[src/rtl/bus_xfer_ctrl_if.sv]
`default_nettype none
// +--------------------------------------------------------------------------+
// | Module      : bus_xfer_ctrl_if                                           |
// | Description : Request and bus-enable signal bundle for bus_xfer_ctrl.    |
// |               master : control unit side (issues transfer requests).     |
// |               slave  : sequencer side (bus_xfer_ctrl).                   |
// | Signals     : req_valid  master->slave  request presented                |
// |               req_ready  slave->master  request FIFO not full            |
// |               req_src    master->slave  4-bit source register code       |
// |               req_dst    master->slave  11-bit destination mask          |
// |               rd_en      slave->master  one-hot source read enables      |
// |               wr_en      slave->master  destination load enables         |
// |               xfer_done  slave->master  pulse in the write cycle         |
// |               busy       slave->master  sequencer active or FIFO pending |
// |               err        slave->master  illegal-request pulse            |
// | Revision    : 1.0  initial release                                       |
// +--------------------------------------------------------------------------+
interface bus_xfer_ctrl_if;
  logic        req_valid;
  logic        req_ready;
  logic [3:0]  req_src;
  logic [10:0] req_dst;
  logic [10:0] rd_en;
  logic [10:0] wr_en;
  logic        xfer_done;
  logic        busy;
  logic        err;

  modport master (
    output req_valid, req_src, req_dst,
    input  req_ready, rd_en, wr_en, xfer_done, busy, err
  );

  modport slave (
    input  req_valid, req_src, req_dst,
    output req_ready, rd_en, wr_en, xfer_done, busy, err
  );
endinterface : bus_xfer_ctrl_if
`default_nettype wire

[src/rtl/bus_xfer_ctrl.sv]
`default_nettype none
// +--------------------------------------------------------------------------+
// | Module      : bus_xfer_ctrl                                              |
// | Description : Bus transfer sequencer. Queues register-to-register        |
// |               requests in a DEPTH-entry FIFO, then for each request      |
// |               drives the one-hot source read enable for two cycles       |
// |               (DRIVE, WRITE) and pulses the destination load enables in  |
// |               the second (WRITE) cycle. All outputs are registered.      |
// | Parameters  : DEPTH  request FIFO entries (power of two, >= 2)           |
// |               PTR_W  log2(DEPTH)                                         |
// | Ports       : clk    system clock, rising edge                           |
// |               rst_n  asynchronous active-low reset                       |
// |               bus    bus_xfer_ctrl_if.slave (request + enable bundle)    |
// | Options     : BUS_XFER_CHECK_EN  when defined, popped entries with an    |
// |               illegal source, empty/read-only/self destination are       |
// |               discarded and flagged on err for one cycle.                |
// | Revision    : 1.0  initial release                                       |
// +--------------------------------------------------------------------------+
module bus_xfer_ctrl #(
  parameter int DEPTH = 4,
  parameter int PTR_W = 2
) (
  input  wire logic        clk,
  input  wire logic        rst_n,
  bus_xfer_ctrl_if.slave   bus
);

  typedef enum logic [1:0] {
    S_IDLE  = 2'd0,
    S_DRIVE = 2'd1,
    S_WRITE = 2'd2
  } state_t;

  localparam logic [PTR_W:0] FULL_CNT = (PTR_W + 1)'(DEPTH);
  // IM (bit 5) is read-only and must never receive a load enable.
  localparam logic [10:0]    RO_MASK  = 11'h020;

  // Source code -> one-hot read enable; codes 11..15 select nothing so the
  // bus keeps its previous value.
  function automatic logic [10:0] decode_src(input logic [3:0] s);
    logic [10:0] oh;
    oh = '0;
    if (s <= 4'd10) begin
      oh = 11'b1 << s;
    end
    return oh;
  endfunction

`ifdef BUS_XFER_CHECK_EN
  // A source writing to itself is flagged via the decoded source overlapping
  // the destination mask; illegal sources decode to zero but are caught first.
  function automatic logic is_illegal(input logic [3:0] s, input logic [10:0] d);
    logic bad;
    bad = 1'b0;
    if (s > 4'd10)                  bad = 1'b1;
    if (d == '0)                    bad = 1'b1;
    if ((d & RO_MASK) != '0)        bad = 1'b1;
    if ((d & decode_src(s)) != '0)  bad = 1'b1;
    return bad;
  endfunction
`endif

  // --------------------------------------------------------------------------
  // Request FIFO
  // --------------------------------------------------------------------------
  logic [3:0]       src_mem [DEPTH];
  logic [10:0]      dst_mem [DEPTH];
  logic [PTR_W-1:0] wr_ptr_q, wr_ptr_d;
  logic [PTR_W-1:0] rd_ptr_q, rd_ptr_d;
  logic [PTR_W:0]   count_q,  count_d;
  logic             push;
  logic             pop;
  logic [3:0]       head_src;
  logic [10:0]      head_dst;

  // FSM and holding registers
  state_t           state_q, state_d;
  logic [3:0]       src_q, src_d;
  logic [10:0]      dst_q, dst_d;

  // Registered outputs
  logic             req_ready_q, req_ready_d;
  logic [10:0]      rd_en_q, rd_en_d;
  logic [10:0]      wr_en_q, wr_en_d;
  logic             done_q, done_d;
  logic             busy_q, busy_d;

  // req_ready is a registered "not full" flag, so a full FIFO refuses a push
  // even on an edge where an entry is popped.
  assign push     = bus.req_valid && req_ready_q;
  assign head_src = src_mem[rd_ptr_q];
  assign head_dst = dst_mem[rd_ptr_q];

  // Storage has no reset; validity is tracked entirely by the pointers/count.
  always_ff @(posedge clk) begin
    if (push) begin
      src_mem[wr_ptr_q] <= bus.req_src;
      dst_mem[wr_ptr_q] <= bus.req_dst;
    end
  end

  // --------------------------------------------------------------------------
  // Next-state / output logic
  // --------------------------------------------------------------------------
  always_comb begin
    state_d = state_q;
    src_d   = src_q;
    dst_d   = dst_q;
    pop     = 1'b0;

    case (state_q)
      S_IDLE: begin
        if (count_q != '0) begin
          pop     = 1'b1;
          src_d   = head_src;
          dst_d   = head_dst;
          state_d = S_DRIVE;
        end
      end
      S_DRIVE: begin
        state_d = S_WRITE;
      end
      S_WRITE: begin
        // Chain straight into the next transfer so rd_en switches sources
        // with no idle gap.
        if (count_q != '0) begin
          pop     = 1'b1;
          src_d   = head_src;
          dst_d   = head_dst;
          state_d = S_DRIVE;
        end else begin
          state_d = S_IDLE;
        end
      end
      default: begin
        state_d = S_IDLE;
      end
    endcase

`ifdef BUS_XFER_CHECK_EN
    // An illegal entry is consumed but parks the FSM in IDLE; the next entry
    // is considered on the following edge.
    if (pop && is_illegal(head_src, head_dst)) begin
      state_d = S_IDLE;
    end
`endif

    wr_ptr_d = push ? (wr_ptr_q + PTR_W'(1)) : wr_ptr_q;
    rd_ptr_d = pop  ? (rd_ptr_q + PTR_W'(1)) : rd_ptr_q;

    case ({push, pop})
      2'b10:   count_d = count_q + (PTR_W + 1)'(1);
      2'b01:   count_d = count_q - (PTR_W + 1)'(1);
      default: count_d = count_q;
    endcase

    // Outputs are computed from next state so they can be registered and
    // still line up with the state they describe.
    req_ready_d = (count_d != FULL_CNT);
    busy_d      = (state_d != S_IDLE) || (count_d != '0);
    rd_en_d     = ((state_d == S_DRIVE) || (state_d == S_WRITE)) ? decode_src(src_d) : '0;
    wr_en_d     = (state_d == S_WRITE) ? (dst_d & ~RO_MASK) : '0;
    done_d      = (state_d == S_WRITE);
  end

  always_ff @(posedge clk or negedge rst_n) begin
    if (!rst_n) begin
      state_q     <= S_IDLE;
      src_q       <= '0;
      dst_q       <= '0;
      wr_ptr_q    <= '0;
      rd_ptr_q    <= '0;
      count_q     <= '0;
      req_ready_q <= 1'b1;
      busy_q      <= 1'b0;
      rd_en_q     <= '0;
      wr_en_q     <= '0;
      done_q      <= 1'b0;
    end else begin
      state_q     <= state_d;
      src_q       <= src_d;
      dst_q       <= dst_d;
      wr_ptr_q    <= wr_ptr_d;
      rd_ptr_q    <= rd_ptr_d;
      count_q     <= count_d;
      req_ready_q <= req_ready_d;
      busy_q      <= busy_d;
      rd_en_q     <= rd_en_d;
      wr_en_q     <= wr_en_d;
      done_q      <= done_d;
    end
  end

  // --------------------------------------------------------------------------
  // Error flag
  // --------------------------------------------------------------------------
`ifdef BUS_XFER_CHECK_EN
  logic err_q, err_d;

  always_comb begin
    err_d = pop && is_illegal(head_src, head_dst);
  end

  always_ff @(posedge clk or negedge rst_n) begin
    if (!rst_n) begin
      err_q <= 1'b0;
    end else begin
      err_q <= err_d;
    end
  end

  assign bus.err = err_q;
`else
  assign bus.err = 1'b0;
`endif

  assign bus.req_ready = req_ready_q;
  assign bus.rd_en     = rd_en_q;
  assign bus.wr_en     = wr_en_q;
  assign bus.xfer_done = done_q;
  assign bus.busy      = busy_q;

endmodule : bus_xfer_ctrl
`default_nettype wire

[src/flat_wrapper.sv]
// flat-port wrapper written by rule: the top's interface ports become plain ports
module bus_xfer_ctrl_flat 
#(
  parameter int DEPTH = 4,
  parameter int PTR_W = 2
)
  (clk, rst_n, bus_req_valid, bus_req_src, bus_req_dst, bus_req_ready, bus_rd_en, bus_wr_en, bus_xfer_done, bus_busy, bus_err);
  bus_xfer_ctrl_if bus_i ();
  input  wire logic clk;
  input  wire logic rst_n;
  input wire logic [$bits(bus_i.req_valid)-1:0] bus_req_valid;
  input wire logic [$bits(bus_i.req_src)-1:0] bus_req_src;
  input wire logic [$bits(bus_i.req_dst)-1:0] bus_req_dst;
  output wire logic [$bits(bus_i.req_ready)-1:0] bus_req_ready;
  output wire logic [$bits(bus_i.rd_en)-1:0] bus_rd_en;
  output wire logic [$bits(bus_i.wr_en)-1:0] bus_wr_en;
  output wire logic [$bits(bus_i.xfer_done)-1:0] bus_xfer_done;
  output wire logic [$bits(bus_i.busy)-1:0] bus_busy;
  output wire logic [$bits(bus_i.err)-1:0] bus_err;
  assign bus_i.req_valid = bus_req_valid;
  assign bus_i.req_src = bus_req_src;
  assign bus_i.req_dst = bus_req_dst;
  assign bus_req_ready = bus_i.req_ready;
  assign bus_rd_en = bus_i.rd_en;
  assign bus_wr_en = bus_i.wr_en;
  assign bus_xfer_done = bus_i.xfer_done;
  assign bus_busy = bus_i.busy;
  assign bus_err = bus_i.err;
  bus_xfer_ctrl #(.DEPTH(DEPTH), .PTR_W(PTR_W)) u_core (.clk(clk), .rst_n(rst_n), .bus(bus_i));
endmodule
[config.mk]
export PLATFORM = sky130hd
export DESIGN_NAME = bus_xfer_ctrl_flat
export DESIGN_NICKNAME = d
export VERILOG_FILES = /design/src/rtl/bus_xfer_ctrl_if.sv /design/src/rtl/bus_xfer_ctrl.sv /design/src/flat_wrapper.sv
export SDC_FILE = /design/constraint.sdc
export NUM_CORES = 1
export LEC_CHECK = 0
export ABC_AREA = 1
export BUFFER_PORTS_ARGS = -buffer_cell sky130_fd_sc_hd__buf_2
export CORE_ASPECT_RATIO = 2
export CORE_MARGIN = 4
export CORE_UTILIZATION = 52
export CTS_CLUSTER_SIZE = 25
export DETAILED_ROUTE_END_ITERATION = 10
export PLACE_DENSITY = 0.72
export SLEW_MARGIN = 20
export SYNTH_ARGS = -nofsm -noshare
export SYNTH_HDL_FRONTEND = slang
export SYNTH_SLANG_ARGS = --single-unit
[constraint.sdc]
create_clock -name clk -period 3.6 [get_ports clk]
set_input_delay 0.18 -clock clk [delete_from_list [all_inputs] [get_ports clk]]
set_output_delay 0.18 -clock clk [all_outputs]
set_load 0.05 [all_outputs]
==> results.ini, run 1 <==
[drt]
highest_layer=met4
wl_per_cell_um=12.8
wl_met3_um=270
drc=0
ant_nets=0
wl_mm=6.45
drt-met1-wl_mm=2.46
via_count=2442
drt_iter0_drc=120
avgViaCountPerCell=4.85
dr.pass1.iters=4
routed-wl-met2_mm=3.55

[final_layout]
fillCellCount=644
syn_to_final_growth_pct=14.0
fin_nets=429
diodes=0
drive_above_1_share_pct=16.9

[logic_synthesis]
yosysWarnings=0
syn_inst=360
netlist.area_leader.share_pct=41.9
yosysMostFrequentCell=edfxtp_1
yosysTopAreaCell=edfxtp_1
synthesis.area_um2=4020
synth_ff_type=edfxtp_1
synth-seq-cells=102
yosysUniqueCellTypes=25
avgSynthCellArea_um2=11.2
synth_edf_count=56
yosys-top-cells-count=56 x edfxtp_1, 55 x inv_1, 54 x nor2_1
seq_area_frac_synth_pct=70.6
yosys-top-cells-area=edfxtp_1 42%, dfrtp_1 28%, inv_1 5.1%, nor2_1 5.0%, nand2_1 4.8%
synth-async-reset-ratio_pct=45.1

[placement]
place_hpwl_mm=4.38
place_congestion=0.793
io_buffers=40

[critical_path]
worstPathArrival_ps=2330
critical_path_class=register to register
crit_path_max_fanout=13
reg2reg_setup_slack_ps=1490
required_ps=3830
worstSetupEndpointType=register
start_kind=register

[floorplan]
core-area_um2=7540
die_w_um=70.1
num_rows=45
die_y_um=132
io_pins=44
initial_utilization_pct=53.2
dieArea_um2=9280

[timing]
holdWs_ps=48.2
min_period_ps=2110
slew_headroom_pct=55.9
max_freq_mhz=475
final-setup-viol-count=0
rsz0062_at_grt=no
tightest_slew_ps=660
slew_viol_final=0
fin_setup_tns_ps=0
hold_viol_final=0
clock_skew_ps=5.60
timing.final.crit_share_pct=58.5

[grt]
grt_pass1_vias=2394
grt_util_all_layers_pct=15.5
grt_max_degree=47
antenna_found_initial=0
gr-total-overflow=0
grt_pass1_wl_mm=11.0

[clock_network]
clk_latency_ps=340
clk_pin_slew_ps=60
cts-root-buf=clkbuf_16
htreeDepth=3
cts_resized=0
cts_setup_buffers=0
cts.sinks=102
cts_buffers=9
hold_buffers=0
cts_buffer_depth=2
cts_tree=built

[status]
outcome=completed

[pwr]
p_per_area_nw_per_um2=954
p_leak_nw=2.12
ir_drop_mv=0.533

[job]
maxCapViolCount=0

[min_path]
min_path_type=input port to register

-- path summary, 6_finish.rpt --
| check | start | end | depth (start not counted) |
|---|---|---|---|
| worst min-delay path | bus_req_dst[10] | u_core.dst_mem[0][10] | 1 |
| worst min register to register | u_core.dst_q[7] | u_core.dst_q[7] | 2 |
| min in group asynchronous | rst_n | u_core.bus.busy | 2 |
| worst max-delay path | u_core.state_q[0] | u_core.bus.busy | 9 |
| worst max register to register | u_core.state_q[0] | u_core.bus.busy | 9 |
| max in group asynchronous | rst_n | u_core.bus.wr_en[3] | 2 |
-- per-stage QoR --
stage / util (%) / worst slack, ps / cell area [um2] / cells / total power, mW
after global placement: 56.9 / 1560 / 4290 / 487 / 3.47
after floorplan: - / 1620 / 4020 / 361 / 3.15
after CTS: 60.5 / 1490 / 4570 / 502 / 4.42
after global routing: 60.7 / 1290 / 4580 / 503 / 4.70
after detailed placement: 56.9 / 1500 / 4290 / 487 / 3.53
final: 60.7 / 1490 / 4580 / 503 / 4.37
-- metal layers --
| layer | global-route usage, % | vias up |
|---|---|---|
| met3 | 4.20 | 10 |
| li1 | - | 1231 |
| met1 | 16.7 | 1154 |
| met4 | 7.36 | 0 |
| met2 | 27.4 | 47 |
| met5 | 0 | - |
-- flip-flops by register name, summed over array words and instances (netlist names) --
name / flops
u_core.state_q: 1
u_core.count_q: 3
u_core.bus.rd_en: 11
u_core.rd_ptr_q: 2
u_core.bus.wr_en: 10
u_core.src_q: 4
u_core.dst_q: 10
u_core.bus.busy: 1
u_core.dst_mem: 40
u_core.src_mem: 16
u_core.bus.xfer_done: 1
u_core.wr_ptr_q: 2
u_core.bus.req_ready: 1
-- layout by cell type, fill, tap and decap left out, types with 2 or more instances in the layout --
| master | instances |
|---|---|
| ha_1 | 5 |
| o21ai_1 | 21 |
| nor2_1 | 54 |
| a21oi_1 | 3 |
| dfrtp_1 | 45 |
| clkinv_4 | 2 |
| xnor2_1 | 2 |
| clkinvlp_4 | 3 |
| nand2_2 | 2 |
| clkbuf_16 | 9 |
| edfxtp_1 | 56 |
| inv_2 | 4 |
| nand2_1 | 51 |
| conb_1 | 2 |
| nand3_1 | 20 |
| xor2_1 | 2 |
| buf_2 | 39 |
| o21ai_0 | 21 |
| buf_4 | 6 |
| inv_1 | 55 |
-- critical path, stage by stage, from the launching register on --
cell	delay (ps)
dfrtp_1	550
a21oi_1	200
ha_1	170
inv_1	70
fa_1	380
a21oi_1	140
o21ai_0	130
xnor2_1	170
nor2_1	110
nand2_1	70
-- area by class of cell --
class / count / area, um2 / share of cell area [%]
flip-flops and latches: 102 / 2830 / 61.9
multi-input cells: 186 / 880 / 19.2
repair buffers: 46 / 250 / 5.46
clock buffers: 9 / 225 / 4.92
well taps: 94 / 118 / 2.57
inverters: 60 / 225 / 4.92
clock inverters: 6 / 48.8 / 1.07
-- power breakdown --
| part | internal (mW) | total (mW) | switching, mW |
|---|---|---|---|
| registers | 1.60 | 1.75 | 0.144 |
| logic | 0.471 | 1.75 | 1.28 |
| clock network | 0.468 | 0.871 | 0.403 |
| total | 2.54 | 4.37 | 1.83 |
-- cells by family (layout without fill, tap and decap cells) --
| logic type | after synthesis | count (layout) | synth area share, % |
|---|---|---|---|
| buf+inv | 73 | 121 | 7.63 |
| other cells | 1 | 2 | 0.0934 |
| fa+ha+maj | 6 | 6 | 2.06 |
| simple gates | 128 | 128 | 12.8 |
| xor+xnor | 4 | 4 | 0.872 |
| compound gates | 46 | 46 | 6.01 |
| flops | 102 | 102 | 70.6 |
Note: power is estimated with default switching activity, not from simulation.
==> inputs of run 2 (changes only) <==
- PLACE_DENSITY: 0.72 -> 0.75
- clock period: 3.6 -> 1.7 ns (I/O delays scaled with it)
==> run 2 against run 1 <==
Compared with the run above:
- the run now ends with setup timing left
- highest routed layer unchanged
- wire length up 7.8%
- non-clock buffer count up 28
- final cell count up 5.8%
- register-to-register slack worse by 1600 ps
- critical path depth up 1
- die area unchanged
- clock power rose to 2.6 times the previous value
==> results.ini, run 2 (same netlist as run 1, synthesis figures left out) <==
[status]
outcome=finished with violations
violations=setup timing

[timing]
clock_skew_ps=7.59  ; +1.99 ps
max_freq_mhz=544  ; +15%
rsz0062_at_grt=yes
setup_ws_ps=-138  ; -1630 ps
slew_viol_final=0  ; unchanged
min_period_ps=1840  ; -267 ps
hold_viol_final=0  ; unchanged
holdWs_ps=165  ; +117 ps
timing.final.crit_share_pct=108  ; +50 points
final-setup-viol-count=3  ; +3
fin_setup_tns_ps=-253  ; -253 ps

[final_layout]
fillCellCount=568  ; -12%
diodes=0  ; unchanged
final_common_cell=edfxtp_1
drive_above_1_share_pct=21.7  ; +4.8 points
top_register=u_core.dst_mem
final_util_pct=66.2  ; +5.5 points
fin_nets=457  ; +6.5%
syn_to_final_growth_pct=24.4
layout_common_cells=56 x edfxtp_1, 53 x inv_1, 53 x nor2_1
largest_reg_flops=40  ; unchanged

[drt]
avgViaCountPerCell=4.81  ; -0.88%
drc=0  ; unchanged
ant_nets=0  ; unchanged
via_count=2560  ; +4.8%
drt_iter0_drc=113  ; -5.8%
dr.pass1.iters=4  ; unchanged
wl_per_cell_um=13.1  ; +1.9%
wl_mm=6.95  ; +7.8%

[critical_path]
critPathTopFamily=adder cells
worstPathArrival_ps=2060  ; -270 ps
cp_common_cell=a21oi_2
worstSetupEndpointType=register
crit_path_cell_trace=nor2_2 -> a21oi_2 -> ha_2 -> inv_2 -> fa_2 -> a21oi_2 -> o21ai_2 -> xnor2_2 -> nor2_1 -> nand2_1
required_ps=1920  ; -1910 ps
cp_num_buf_inv=1  ; unchanged
cpMaxStageDelayCell=dfrtp_1
crit_path_max_fanout=3  ; -10
start_kind=register
slowest_delay_ps=380  ; -170 ps
critical_path_class=register to register

[placement]
place_hpwl_mm=4.70  ; +7.4%
io_buffers=40  ; unchanged
place_congestion=0.805  ; +1.5%
dp_slack_ps=-95.7  ; -1590 ps

[grt]
grt_max_degree=27  ; -43%
grt_pass1_vias=2521  ; +5.3%
antenna_found_initial=0  ; unchanged
grt_pass1_wl_mm=11.5  ; +5.1%
gr-total-overflow=0  ; unchanged
grt_util_all_layers_pct=16.0  ; +0.55 points

[floorplan]
die_w_um=70.1  ; unchanged
initial_utilization_pct=53.2  ; unchanged
dieArea_um2=9280  ; unchanged
io_pins=44  ; unchanged
num_rows=45  ; unchanged
die_y_um=132  ; unchanged
core-area_um2=7540  ; unchanged

[pwr]
p_leak_nw=2.31  ; +8.9%
p_per_area_nw_per_um2=2060  ; +120%
ir_drop_mv=1.14  ; +110%
finalPower_mw=10.3  ; +140%

[min_path]
min_path_type=input port to register

[clock_network]
clk_pin_slew_ps=70  ; about the same
cts_buffer_depth=2  ; unchanged
cts_buffers=9  ; unchanged
cts-root-buf=clkbuf_16
cts.sinks=102  ; unchanged
cts_tree=built
htreeDepth=3  ; unchanged
clk_latency_ps=340  ; about the same

[job]
maxCapViolCount=0  ; unchanged

==> run 2: cell type report <==
type / instances / area, um2 / area share, %
Clock inverter: 7 / 113 / 2.25
Sequential cell: 102 / 2830 / 56.7
Inverter: 60 / 225 / 4.51
Tap cell: 94 / 118 / 2.35
Timing Repair Buffer: 74 / 556 / 11.1
Clock buffer: 9 / 225 / 4.51
Multi-Input combinational cell: 186 / 925 / 18.5
==> run 2: per-layer routing <==
metal  GRT usage, %  share of wire [%]  vias up  routed length, um
li1               -                  -     1289                  -
met5              0                  0        -                  0
met2           30.0                 58       54               4000
met4           7.04                1.6        0                114
met1           16.4                 37     1207               2560
met3           3.82                4.0       10                281
==> run 2: tightest hold or removal path, stage by stage <==
cell,delay (ps)
buf_2,110
nand2_4,50
buf_4,140
xor2_1,70
==> run 2: power breakdown <==
group          switching [mW]  leakage [nW]  internal [mW]  total (mW)
Clock                   0.822         0.161           1.43        2.25
Combinational            2.93          1.07           1.41        4.34
Sequential              0.316          1.08           3.40        3.71
Total                    4.07          2.31           6.23        10.3
==> run 2: timing repair <==
item                                    4_1_cts  5_1_grt
hold buffers                                 15        0
endpoints found under the hold margin        75        0
setup buffers                                 1        1
endpoints found under the setup margin        3       16
resized for setup                             2        6
pin swaps                                     5        5
==> run 2: stage by stage <==
step                      instances  instance area, um2
after floorplan                 361                4040
after global placement          499                4460
after detailed placement        499                4460
after CTS                       531                4960
after global routing            532                4990
final                           532                4990
==> run 2: worst paths after layout <==
kind	startpoint	to	slack, ps	cells after the start
max in group asynchronous	rst_n	u_core.bus.rd_en[5]	960	3
setup reg to reg	u_core.count_q[0]	u_core.bus.busy	-140	10
hold / removal	bus_req_valid	u_core.wr_ptr_q[0]	160	4
setup / recovery	u_core.count_q[0]	u_core.bus.busy	-140	10
min in group asynchronous	rst_n	u_core.bus.wr_en[2]	240	2
hold reg to reg	u_core.dst_q[9]	u_core.dst_q[9]	490	2
==> inputs of run 3 (changes only) <==
- CORE_ASPECT_RATIO: 2 -> 1.75
==> run 3 against run 2 <==
Compared with the run above:
- the run still ends with setup timing left
- clock skew shrank 1.6 ps
- design area down 1.9%
- sequential power is essentially flat
- first-iteration DRC count up 33%
- combinational power about the same
- register-to-register slack better by 40 ps
- worst hold slack got worse by 7.0 ps
- sequential share of layout area grew 1.1 points
- global-route usage grew 0.87 points
- fmax rose by 2.2%
- critical path type unchanged
- highest routed layer unchanged
==> results.ini, run 3 (same netlist as run 1, synthesis figures left out) <==
[status]
outcome=finished with violations
violations=setup timing

[min_path]
hp-start=bus_req_valid
min_path_type=input port to register

[floorplan]
io_pins=44  ; unchanged
die_y_um=124  ; -6.1%
num_rows=42  ; -6.7%
initial_utilization_pct=53.1  ; -0.16 points
dieArea_um2=9250  ; -0.33%
core-area_um2=7570  ; +0.30%
die_w_um=74.4  ; +6.1%

[critical_path]
start_kind=register
crit_path_max_fanout=3  ; unchanged
rr_startpoint=u_core.count_q[0]
worstSetupEndpointType=register
reg2reg_setup_slack_ps=-100  ; +40 ps
critical_path_class=register to register
crit_start=u_core.count_q[0]
required_ps=1930  ; about the same
worstPathArrival_ps=2030  ; -30 ps

[final_layout]
top_register=u_core.dst_mem
syn_to_final_growth_pct=22.1
final_common_cell=edfxtp_1
drive_above_1_share_pct=20.4  ; -1.3 points
layout_common_cells=56 x edfxtp_1, 54 x inv_1, 54 x nor2_1
fillCellCount=574  ; +1.1%
final_util_pct=64.8  ; -1.4 points
diodes=0  ; unchanged
fin_nets=460  ; +0.66%
multi_input_area_um2=915  ; -1.1%
largest_reg_flops=40  ; unchanged
design_area_um2=4900  ; -1.9%
seq_area_um2=2830  ; unchanged

[grt]
grt_pass1_wl_mm=11.7  ; +1.7%
gr-total-overflow=0  ; unchanged
antenna_found_initial=0  ; unchanged
grt_pass1_vias=2624  ; +4.1%
grt_max_degree=30  ; +11%
grt_util_all_layers_pct=16.9  ; +0.87 points

[drt]
via_count=2587  ; +1.1%
wl_mm=6.97  ; +0.30%
drt_iter0_drc=150  ; +33%
ant_nets=0  ; unchanged
avgViaCountPerCell=4.89  ; +1.6%
drc=0  ; unchanged
wl_per_cell_um=13.2  ; +0.87%
dr.pass1.iters=6  ; +2

[placement]
place_hpwl_mm=4.75  ; +1.1%
dp_slack_ps=-121  ; -25.0 ps
io_buffers=40  ; unchanged
dpl_cell_area_um2=4450  ; -0.28%
place_congestion=0.773  ; -4.0%

[clock_network]
cts_buffer_depth=2  ; unchanged
clk_pin_slew_ps=60  ; about the same
htreeDepth=3  ; unchanged
cts_tree=built
clk_latency_ps=340  ; about the same
cts.sinks=102  ; unchanged
cts_buffers=9  ; unchanged
cts-root-buf=clkbuf_16

[pwr]
p_per_area_nw_per_um2=1990  ; -3.3%
ir_drop_mv=0.745  ; -35%
finalPower_mw=9.78  ; -5.1%
p_leak_nw=2.28  ; -1.3%

[timing]
timing.final.crit_share_pct=106  ; -2.3 points
clock_skew_ps=5.97  ; -1.62 ps
max_freq_mhz=556  ; +2.2%
tightest_slew_ps=615
min_period_ps=1800  ; -39.1 ps
slew_viol_final=0  ; unchanged
slew_headroom_pct=59.0
hold_viol_final=0  ; unchanged
rsz0062_at_grt=yes
final-setup-viol-count=3  ; unchanged
setup_ws_ps=-99.4  ; +39.1 ps

[job]
maxCapViolCount=0  ; unchanged

## run 3: timing repair
item                                    4_1_cts  5_1_grt
endpoints found under the hold margin        83        0
endpoints found under the setup margin        3        3
pin swaps                                     6        2
buffers inserted                              3        1
resized for setup                             3        2
hold buffers                                 15        0
## run 3: power breakdown
group	leakage (nW)	switching (mW)	internal [mW]
logic	1.08	2.92	1.42
clock network	0.122	0.780	0.987
registers	1.08	0.279	3.40
## run 3: final timing paths
check / endpoint / cells after the start
setup / recovery: u_core.bus.busy / 10
hold reg to reg: u_core.bus.xfer_done / 1
hold / removal: u_core.wr_ptr_q[0] / 4
max in group asynchronous: u_core.bus.rd_en[6] / 3
min in group asynchronous: u_core.dst_q[3] / 2
setup reg to reg: u_core.bus.busy / 10
## run 3: cell type report
class                           count  share of cell area (%)
Clock buffer                       14                    4.98
Inverter                           60                    4.59
Multi-Input combinational cell    186                    18.7
Sequential cell                   102                    57.8
Clock inverter                      2                   0.179
Timing Repair Buffer               77                    11.5
Tap cell                           88                    2.25
## run 3: routing by layer
| layer | track usage (%) | vias to the layer above | wire (um) |
|---|---|---|---|
| met5 | 0 | - | 0 |
| met4 | 8.49 | 0 | 157 |
| met3 | 3.15 | 13 | 270 |
| met2 | 29.8 | 53 | 3870 |
| met1 | 18.4 | 1228 | 2670 |
| li1 | - | 1293 | - |
## run 3: stage by stage
step / hold slack, ps / TNS [ps] / cells
after floorplan: -211 / -7400 / 361
after global placement: 127 / -3.02 / 494
after detailed placement: 135 / -246 / 494
after CTS: 156 / -179 / 528
after global routing: 173 / -522 / 529
final: 158 / -228 / 529
## run 3: critical path, stage by stage (launching register included)
cell,delay (ps)
dfrtp_1,360
nor2_2,60
a21oi_2,140
ha_2,180
inv_2,40
fa_2,350
a21oi_2,140
o21ai_2,80
xnor2_2,160
nor2_1,110
nand2_1,50
